[config.mk]
export PLATFORM = sky130hd
export DESIGN_NAME = decode_stage_pipe_flat
export DESIGN_NICKNAME = d
export VERILOG_FILES = /design/src/rtl/decode_stage_pipe_pkg.sv /design/src/rtl/decode_stage_pipe_if.sv /design/src/rtl/decode_stage_pipe_op_match.sv /design/src/rtl/decode_stage_pipe.sv /design/src/flat_wrapper.sv
export SDC_FILE = /design/constraint.sdc
export NUM_CORES = 1
export LEC_CHECK = 0
export CAP_MARGIN = 20
export CORE_MARGIN = 2
export CORE_UTILIZATION = 41
export DETAILED_ROUTE_END_ITERATION = 7
export PLACE_DENSITY = 0.79
export SYNTH_ARGS = -nofsm -noshare
export SYNTH_HDL_FRONTEND = slang
export SYNTH_SLANG_ARGS = --single-unit
[constraint.sdc]
create_clock -name clk -period 2.4 [get_ports clk]
set_input_delay 0.36 -clock clk [delete_from_list [all_inputs] [get_ports clk]]
set_output_delay 0.36 -clock clk [all_outputs]
set_load 0.01 [all_outputs]
[src/rtl/decode_stage_pipe_pkg.sv]
// decode_pkg: op indices, opcode patterns and immediate formats for the LEGv8 decode stage
package decode_pkg;
  typedef enum logic [3:0] {
    OP_ADDI, OP_ADDS, OP_AND, OP_EOR, OP_LSR, OP_LDUR,
    OP_STUR, OP_B, OP_CBZ, OP_RSVD, OP_SUBS, OP_BCOND
  } op_idx_e;
  localparam int NUM_OPS = 12;
  typedef enum logic [2:0] {IMM_I, IMM_R_SH, IMM_D, IMM_B, IMM_CB, IMM_NONE} imm_fmt_e;
  // {mask, match}; B.cond's mask also pins instr[4] low, and the reserved slot never matches
  function automatic logic [63:0] op_pat(op_idx_e o);
    case (o)
      OP_ADDI:  return {32'hFFC0_0000, 32'h9100_0000};
      OP_ADDS:  return {32'hFFE0_0000, 32'hAB00_0000};
      OP_AND:   return {32'hFFE0_0000, 32'h8A00_0000};
      OP_EOR:   return {32'hFFE0_0000, 32'hCA00_0000};
      OP_SUBS:  return {32'hFFE0_0000, 32'hEB00_0000};
      OP_LSR:   return {32'hFFE0_0000, 32'hD340_0000};
      OP_LDUR:  return {32'hFFE0_0000, 32'hF840_0000};
      OP_STUR:  return {32'hFFE0_0000, 32'hF800_0000};
      OP_B:     return {32'hFC00_0000, 32'h1400_0000};
      OP_BCOND: return {32'hFF00_0010, 32'h5400_0000};
      OP_CBZ:   return {32'hFF00_0000, 32'hB400_0000};
      default:  return {32'h0000_0000, 32'h0000_0001};
    endcase
  endfunction
endpackage

[src/rtl/decode_stage_pipe_if.sv]
// decode_stage_pipe_if: fetch-side handshake in, decoded bundle out
interface decode_stage_pipe_if import decode_pkg::*; #(
  parameter int INSTR_W = 32,
  parameter int DATA_W  = 64,
  parameter int PC_W    = 64,
  parameter int CNT_W   = 8
) ();
  logic               in_valid;
  logic               in_ready;
  logic [INSTR_W-1:0] in_instr;
  logic [PC_W-1:0]    in_pc;
  logic               flush;
  logic               out_valid;
  logic               out_ready;
  logic [NUM_OPS-1:0] out_op;
  logic [4:0]         out_rd;
  logic [4:0]         out_rn;
  logic [4:0]         out_rm;
  logic [DATA_W-1:0]  out_imm;
  logic [3:0]         out_cond;
  logic [PC_W-1:0]    out_pc;
  logic               out_illegal;
  logic [CNT_W-1:0]   illegal_cnt;
  modport slave (
    input  in_valid, in_instr, in_pc, flush, out_ready,
    output in_ready, out_valid, out_op, out_rd, out_rn, out_rm, out_imm,
           out_cond, out_pc, out_illegal, illegal_cnt
  );
  modport master (
    output in_valid, in_instr, in_pc, flush, out_ready,
    input  in_ready, out_valid, out_op, out_rd, out_rn, out_rm, out_imm,
           out_cond, out_pc, out_illegal, illegal_cnt
  );
endinterface

[src/rtl/decode_stage_pipe_op_match.sv]
// op_match_comb: exact-compare opcode matcher producing a one-hot op vector and immediate format
module op_match_comb import decode_pkg::*; (
  input  logic [31:0]        instr_i,
  output logic [NUM_OPS-1:0] op_o,
  output imm_fmt_e           fmt_o
);
  for (genvar g = 0; g < NUM_OPS; g++) begin : g_op
    localparam logic [63:0] P = op_pat(op_idx_e'(4'(g)));
    assign op_o[g] = (instr_i & P[63:32]) == P[31:0];
  end
  always_comb
    fmt_o = op_o[OP_ADDI]                   ? IMM_I    :
            op_o[OP_LSR]                    ? IMM_R_SH :
            (op_o[OP_LDUR] | op_o[OP_STUR]) ? IMM_D    :
            op_o[OP_B]                      ? IMM_B    :
            (op_o[OP_BCOND] | op_o[OP_CBZ]) ? IMM_CB   : IMM_NONE;
endmodule

[src/rtl/decode_stage_pipe.sv]
// decode_stage_pipe: registered LEGv8 decode stage with valid/ready handshake, flush and
// a saturating illegal-instruction counter.
module decode_stage_pipe import decode_pkg::*; #(
  parameter int INSTR_W = 32,
  parameter int DATA_W  = 64,
  parameter int PC_W    = 64,
  parameter int CNT_W   = 8
) (
  input logic                clk,
  input logic                reset_n,
  decode_stage_pipe_if.slave bus
);
  if (INSTR_W != 32) begin : g_instr_w
    $error("INSTR_W must be 32");
  end
  logic [31:0]        ins;
  logic [NUM_OPS-1:0] op;
  imm_fmt_e           fmt;
  logic               accept, keep, illegal;
  logic               valid_q, valid_d, ill_q;
  logic [NUM_OPS-1:0] op_q;
  logic [4:0]         rd_q, rn_q, rm_q;
  logic [3:0]         cond_q, cond_d;
  logic [DATA_W-1:0]  imm_q, imm_d;
  logic [PC_W-1:0]    pc_q;
  logic [CNT_W-1:0]   cnt_q, cnt_d;
  assign ins = bus.in_instr;
  op_match_comb u_match (.instr_i(ins), .op_o(op), .fmt_o(fmt));
  assign bus.in_ready = !valid_q || bus.out_ready;
  assign accept       = bus.in_valid && bus.in_ready;
  assign keep         = accept && !bus.flush;
  assign illegal      = ~|op;
  // branch offsets stay in words; the execute stage does the shift
  always_comb begin
    imm_d   = fmt == IMM_I    ? DATA_W'(ins[21:10]) :
              fmt == IMM_R_SH ? DATA_W'(ins[15:10]) :
              fmt == IMM_D    ? {{(DATA_W-9){ins[20]}}, ins[20:12]} :
              fmt == IMM_B    ? {{(DATA_W-26){ins[25]}}, ins[25:0]} :
              fmt == IMM_CB   ? {{(DATA_W-19){ins[23]}}, ins[23:5]} : '0;
    cond_d  = op[OP_BCOND] ? ins[3:0] : 4'd0;
    valid_d = bus.flush ? 1'b0 : accept ? 1'b1 : valid_q && !bus.out_ready;
    cnt_d   = (keep && illegal && cnt_q != '1) ? cnt_q + CNT_W'(1) : cnt_q;
  end
  always_ff @(posedge clk or negedge reset_n)
    if (!reset_n) begin
      valid_q <= 1'b0;
      cnt_q   <= '0;
      op_q    <= '0;
      rd_q    <= '0;
      rn_q    <= '0;
      rm_q    <= '0;
      imm_q   <= '0;
      cond_q  <= '0;
      pc_q    <= '0;
      ill_q   <= 1'b0;
    end else begin
      valid_q <= valid_d;
      cnt_q   <= cnt_d;
      if (keep) begin
        op_q   <= op;
        rd_q   <= ins[4:0];
        rn_q   <= ins[9:5];
        rm_q   <= ins[20:16];
        imm_q  <= imm_d;
        cond_q <= cond_d;
        pc_q   <= bus.in_pc;
        ill_q  <= illegal;
      end
    end
  assign bus.out_valid   = valid_q;
  assign bus.out_op      = op_q;
  assign bus.out_rd      = rd_q;
  assign bus.out_rn      = rn_q;
  assign bus.out_rm      = rm_q;
  assign bus.out_imm     = imm_q;
  assign bus.out_cond    = cond_q;
  assign bus.out_pc      = pc_q;
  assign bus.out_illegal = ill_q;
  assign bus.illegal_cnt = cnt_q;
endmodule
[src/flat_wrapper.sv]
// flat-port wrapper written by rule: the top's interface ports become plain ports
module decode_stage_pipe_flat import decode_pkg::*;
#(
  parameter int INSTR_W = 32,
  parameter int DATA_W  = 64,
  parameter int PC_W    = 64,
  parameter int CNT_W   = 8
)
  (clk, reset_n, bus_in_valid, bus_in_instr, bus_in_pc, bus_flush, bus_out_ready, bus_in_ready, bus_out_valid, bus_out_op, bus_out_rd, bus_out_rn, bus_out_rm, bus_out_imm, bus_out_cond, bus_out_pc, bus_out_illegal, bus_illegal_cnt);
  decode_stage_pipe_if #(.INSTR_W(INSTR_W), .DATA_W(DATA_W), .PC_W(PC_W), .CNT_W(CNT_W)) bus_i ();
  input logic clk;
  input logic reset_n;
  input wire logic [$bits(bus_i.in_valid)-1:0] bus_in_valid;
  input wire logic [$bits(bus_i.in_instr)-1:0] bus_in_instr;
  input wire logic [$bits(bus_i.in_pc)-1:0] bus_in_pc;
  input wire logic [$bits(bus_i.flush)-1:0] bus_flush;
  input wire logic [$bits(bus_i.out_ready)-1:0] bus_out_ready;
  output wire logic [$bits(bus_i.in_ready)-1:0] bus_in_ready;
  output wire logic [$bits(bus_i.out_valid)-1:0] bus_out_valid;
  output wire logic [$bits(bus_i.out_op)-1:0] bus_out_op;
  output wire logic [$bits(bus_i.out_rd)-1:0] bus_out_rd;
  output wire logic [$bits(bus_i.out_rn)-1:0] bus_out_rn;
  output wire logic [$bits(bus_i.out_rm)-1:0] bus_out_rm;
  output wire logic [$bits(bus_i.out_imm)-1:0] bus_out_imm;
  output wire logic [$bits(bus_i.out_cond)-1:0] bus_out_cond;
  output wire logic [$bits(bus_i.out_pc)-1:0] bus_out_pc;
  output wire logic [$bits(bus_i.out_illegal)-1:0] bus_out_illegal;
  output wire logic [$bits(bus_i.illegal_cnt)-1:0] bus_illegal_cnt;
  assign bus_i.in_valid = bus_in_valid;
  assign bus_i.in_instr = bus_in_instr;
  assign bus_i.in_pc = bus_in_pc;
  assign bus_i.flush = bus_flush;
  assign bus_i.out_ready = bus_out_ready;
  assign bus_in_ready = bus_i.in_ready;
  assign bus_out_valid = bus_i.out_valid;
  assign bus_out_op = bus_i.out_op;
  assign bus_out_rd = bus_i.out_rd;
  assign bus_out_rn = bus_i.out_rn;
  assign bus_out_rm = bus_i.out_rm;
  assign bus_out_imm = bus_i.out_imm;
  assign bus_out_cond = bus_i.out_cond;
  assign bus_out_pc = bus_i.out_pc;
  assign bus_out_illegal = bus_i.out_illegal;
  assign bus_illegal_cnt = bus_i.illegal_cnt;
  decode_stage_pipe #(.INSTR_W(INSTR_W), .DATA_W(DATA_W), .PC_W(PC_W), .CNT_W(CNT_W)) u_core (.clk(clk), .reset_n(reset_n), .bus(bus_i));
endmodule
==> results of run 1 <==
==> per-layer routing <==
metal / track usage, % / share of wire, %
met1: 30.0 / 40
met2: 38.0 / 48
met3: 8.27 / 9.3
met4: 9.91 / 2.7
met5: 0 / 0
==> cell type report <==
class | instances | area share [%]
Timing Repair Buffer | 310 | 33.2
Inverter | 2 | 0.0812
Tap cell | 180 | 2.44
Multi-Input combinational cell | 426 | 22.7
Clock buffer | 20 | 5.05
Clock inverter | 11 | 1.41
Sequential cell | 130 | 35.2
==> path summary, 6_finish.rpt <==
| path | start | endpoint | slack, ns | depth (start not counted) |
|---|---|---|---|---|
| max | bus_in_instr[31] | u_core.bus.out_imm[21] | 0.30 | 7 |
| min | reset_n | u_core.bus.out_pc[27] | 0.46 | 2 |
| max reg2reg | u_core.bus.out_valid | u_core.bus.out_op[4] | 0.53 | 6 |
| min reg2reg | u_core.bus.out_rn[3] | u_core.bus.out_rn[3] | 0.47 | 2 |
| max in group asynchronous | reset_n | u_core.bus.out_pc[43] | 1.25 | 3 |
| min in group clk | u_core.bus.out_rn[3] | u_core.bus.out_rn[3] | 0.47 | 2 |
==> cells by family (layout without fill, tap and decap cells) <==
| family | after synthesis | count (layout) |
|---|---|---|
| flip-flops | 130 | 130 |
| other | 1 | 1 |
| AND/OR/NAND/NOR | 327 | 327 |
| AO/OA/AOI/OAI | 88 | 88 |
| adder cells (fa/ha/maj) | 1 | 1 |
| multiplexers | 1 | 1 |
| buffers and inverters | 76 | 343 |
| XOR/XNOR | 8 | 8 |
==> worst max-delay path, delay by kind of cell <==
kind            cells  cell delay, ns
simple gates        2            0.66
buf+inv             2            0.71
compound gates      3            0.69
==> power by group <==
| part | leakage (uW) | internal (uW) | switching [uW] |
|---|---|---|---|
| registers | 0.00167 | 2450 | 180 |
| logic | 0.00225 | 775 | 609 |
| clock network | 0.000281 | 1610 | 952 |
| total | 0.00421 | 4830 | 1740 |
==> through the flow <==
| stage | util [%] | setup TNS, ns | total power (uW) | instance area [um^2] | hold WS (ns) |
|---|---|---|---|---|---|
| floorplan | - | 0 | 3120 | 5780 | 0.0644 |
| CTS | 66.9 | 0 | 6640 | 9250 | 0.457 |
| global route | 66.9 | 0 | 6880 | 9250 | 0.468 |
| global placement | 62.5 | -0.673 | 4030 | 8640 | 0.323 |
| detailed placement | 62.5 | -1.66 | 4050 | 8640 | 0.327 |
| finish | 66.9 | 0 | 6570 | 9250 | 0.457 |
==> sequential cells by signal (all words and copies together) (netlist names) <==
| register | count |
|---|---|
| u_core.bus.out_pc | 64 |
| u_core.bus.out_imm | 26 |
| u_core.bus.out_op | 11 |
| u_core.bus.illegal_cnt | 8 |
| u_core.bus.out_rd | 5 |
| u_core.bus.out_rm | 5 |
| u_core.bus.out_rn | 5 |
| u_core.bus.out_cond | 4 |
| u_core.bus.out_illegal | 1 |
| u_core.bus.out_valid | 1 |
==> cell usage after synthesis (all sizes together) (2+ instances only) <==
library cell,number,area (um^2)
nand4,6,37.5
xnor2,8,70.1
nand4b,2,17.5
a21oi,13,65.1
inv,2,7.51
nor2,12,45.0
nor4b,2,23.8
nor3,4,25.0
nand2,273,1020
nand3,10,50.1
a211o,2,17.5
nand3b,3,22.5
a222oi,2,20.0
o31ai,2,15.0
buf,49,343
nor3b,2,15.0
a21o,11,82.6
clkbuf,25,93.8
or4b,2,23.8
o22ai,2,12.5
or3,4,25.0
a221oi,15,131
dfrtp,130,3250
o21ai,26,130
o211ai,2,15.0
a22o,6,52.6
o221ai,2,17.5
==> metrics, run 1 <==
Startpoint Class=input port; EDFF count, synth=0; share of post-route cells with drive strength above 1=9.01%; Period Utilization, post-route=87.3%; num ports=271; commonest non-fill, non-tap cell in the layout=nand2_1; Remaining DRCs=0; final worst slack=0.305 ns; Distinct cells, synth=48; vias in the first global route=5011; Die Span Y=123 um; ys async rst share=100%; cell chain of the critical path=clkdlybuf4s50_1 > or4b_4 > a2111oi_4 > buf_4 > nand2_1 > a21o_1 > o21ai_1; commonest non-fill, non-tap cells in the layout=273 x nand2_1, 268 x clkdlybuf4s50_1, 130 x dfrtp_1; HP Class=input port to asynchronous set/reset pin; routed len/inst=16.5 um; cell leakage power=0.00421 uW; first-pass GRT wire length=27.4 mm; via count=5399; CP max stage delay=0.57 ns; clk_skew=0.00637 ns; Detailed Place HPWL=13.1 mm; Most used DFF post-synth=dfrtp_1; crit path capture type=flop; Critical Path RT=2.73 ns; status=finished, final reports clean; GR Overflow Total=0; Post-Synth Simple-Gate Area=23.6%; Post-Synth XOR/XNOR Area=1.21%; clk sink count=130; Worst-path clk slew=0.05 ns; clock buffer depth=2; Layout area overhead=59.9%; RSZ-0062 raised after global routing=no; Avg Cell Area, Syn=9.15 um^2; starting density of the core=41.8%; slowest CP cell=or4b_4; post-synthesis mux area share=0.195%; VDD IR max=401 uV; clock root buffer=clkbuf_16; GPL Wtd Cong=0.855; cts repair resizes=0; Mapped Nets=734; Die ar.=15100 um^2; Yosys warnings=0; Nets=989; CORE AREA=13800 um^2; pre-CTS setup slack=-0.111 ns; post-synthesis compound-gate area fraction=10.8%; site row count=43; pwr/cell area=711 nW/um^2; Final Hold Viols=0; H-tree Lvls=4; worst-path fanout max=11; fin crit period=2.10 ns; initial antenna violation count=0; Die Wd=123 um; final number of setup-violating endpoints=0; gr usage total=24.0%; flip-flop and latch area=3250 um^2; f_max=477 MHz; largest net degree at the start of global routing=51; total wire length=17.8 mm; ANT nets after route=0; Port Buffers=269; filler instances=1089; Vias/cell=5.00; Yosys reg bits=130; critical path arrival=2.42 ns; final slew viol count=0; kind of critical path=input port to flop; post-CTS setup buffer count=0; Post-Synth Adder-Cell Area=0.216%; Non-Filler Instances=1079; cell count after synthesis=632; total CTS buffers=17; 1st-iter DRT viols=362; Worst-Skew Late Latency=0.41 ns; largest family of logic cells by synthesized area=simple AND/OR/NAND/NOR gates; ANT cells=0; Synth Cell Area=5780 um^2; sequential share of the synthesized area=56.2%; Max-Cap Viols=0; area occupied by multi-input gates=2100 um^2; # hold bufs at CTS=1; placed cells=1047; CTS tree=yes; First-pass DRT Iterations=5
Note: power is estimated with default switching activity, not from simulation.
==> run 2, diff against run 1 <==
--- a/config.mk
+++ b/config.mk
@@ -5,6 +5,7 @@
 export SDC_FILE = /design/constraint.sdc
 export NUM_CORES = 1
 export LEC_CHECK = 0
+export ABC_CLOCK_PERIOD_IN_PS = 2400
 export CAP_MARGIN = 20
 export CORE_MARGIN = 2
 export CORE_UTILIZATION = 41
==> results of run 2 <==
The final DEF is identical to that of run 1; final timing and power are the same.
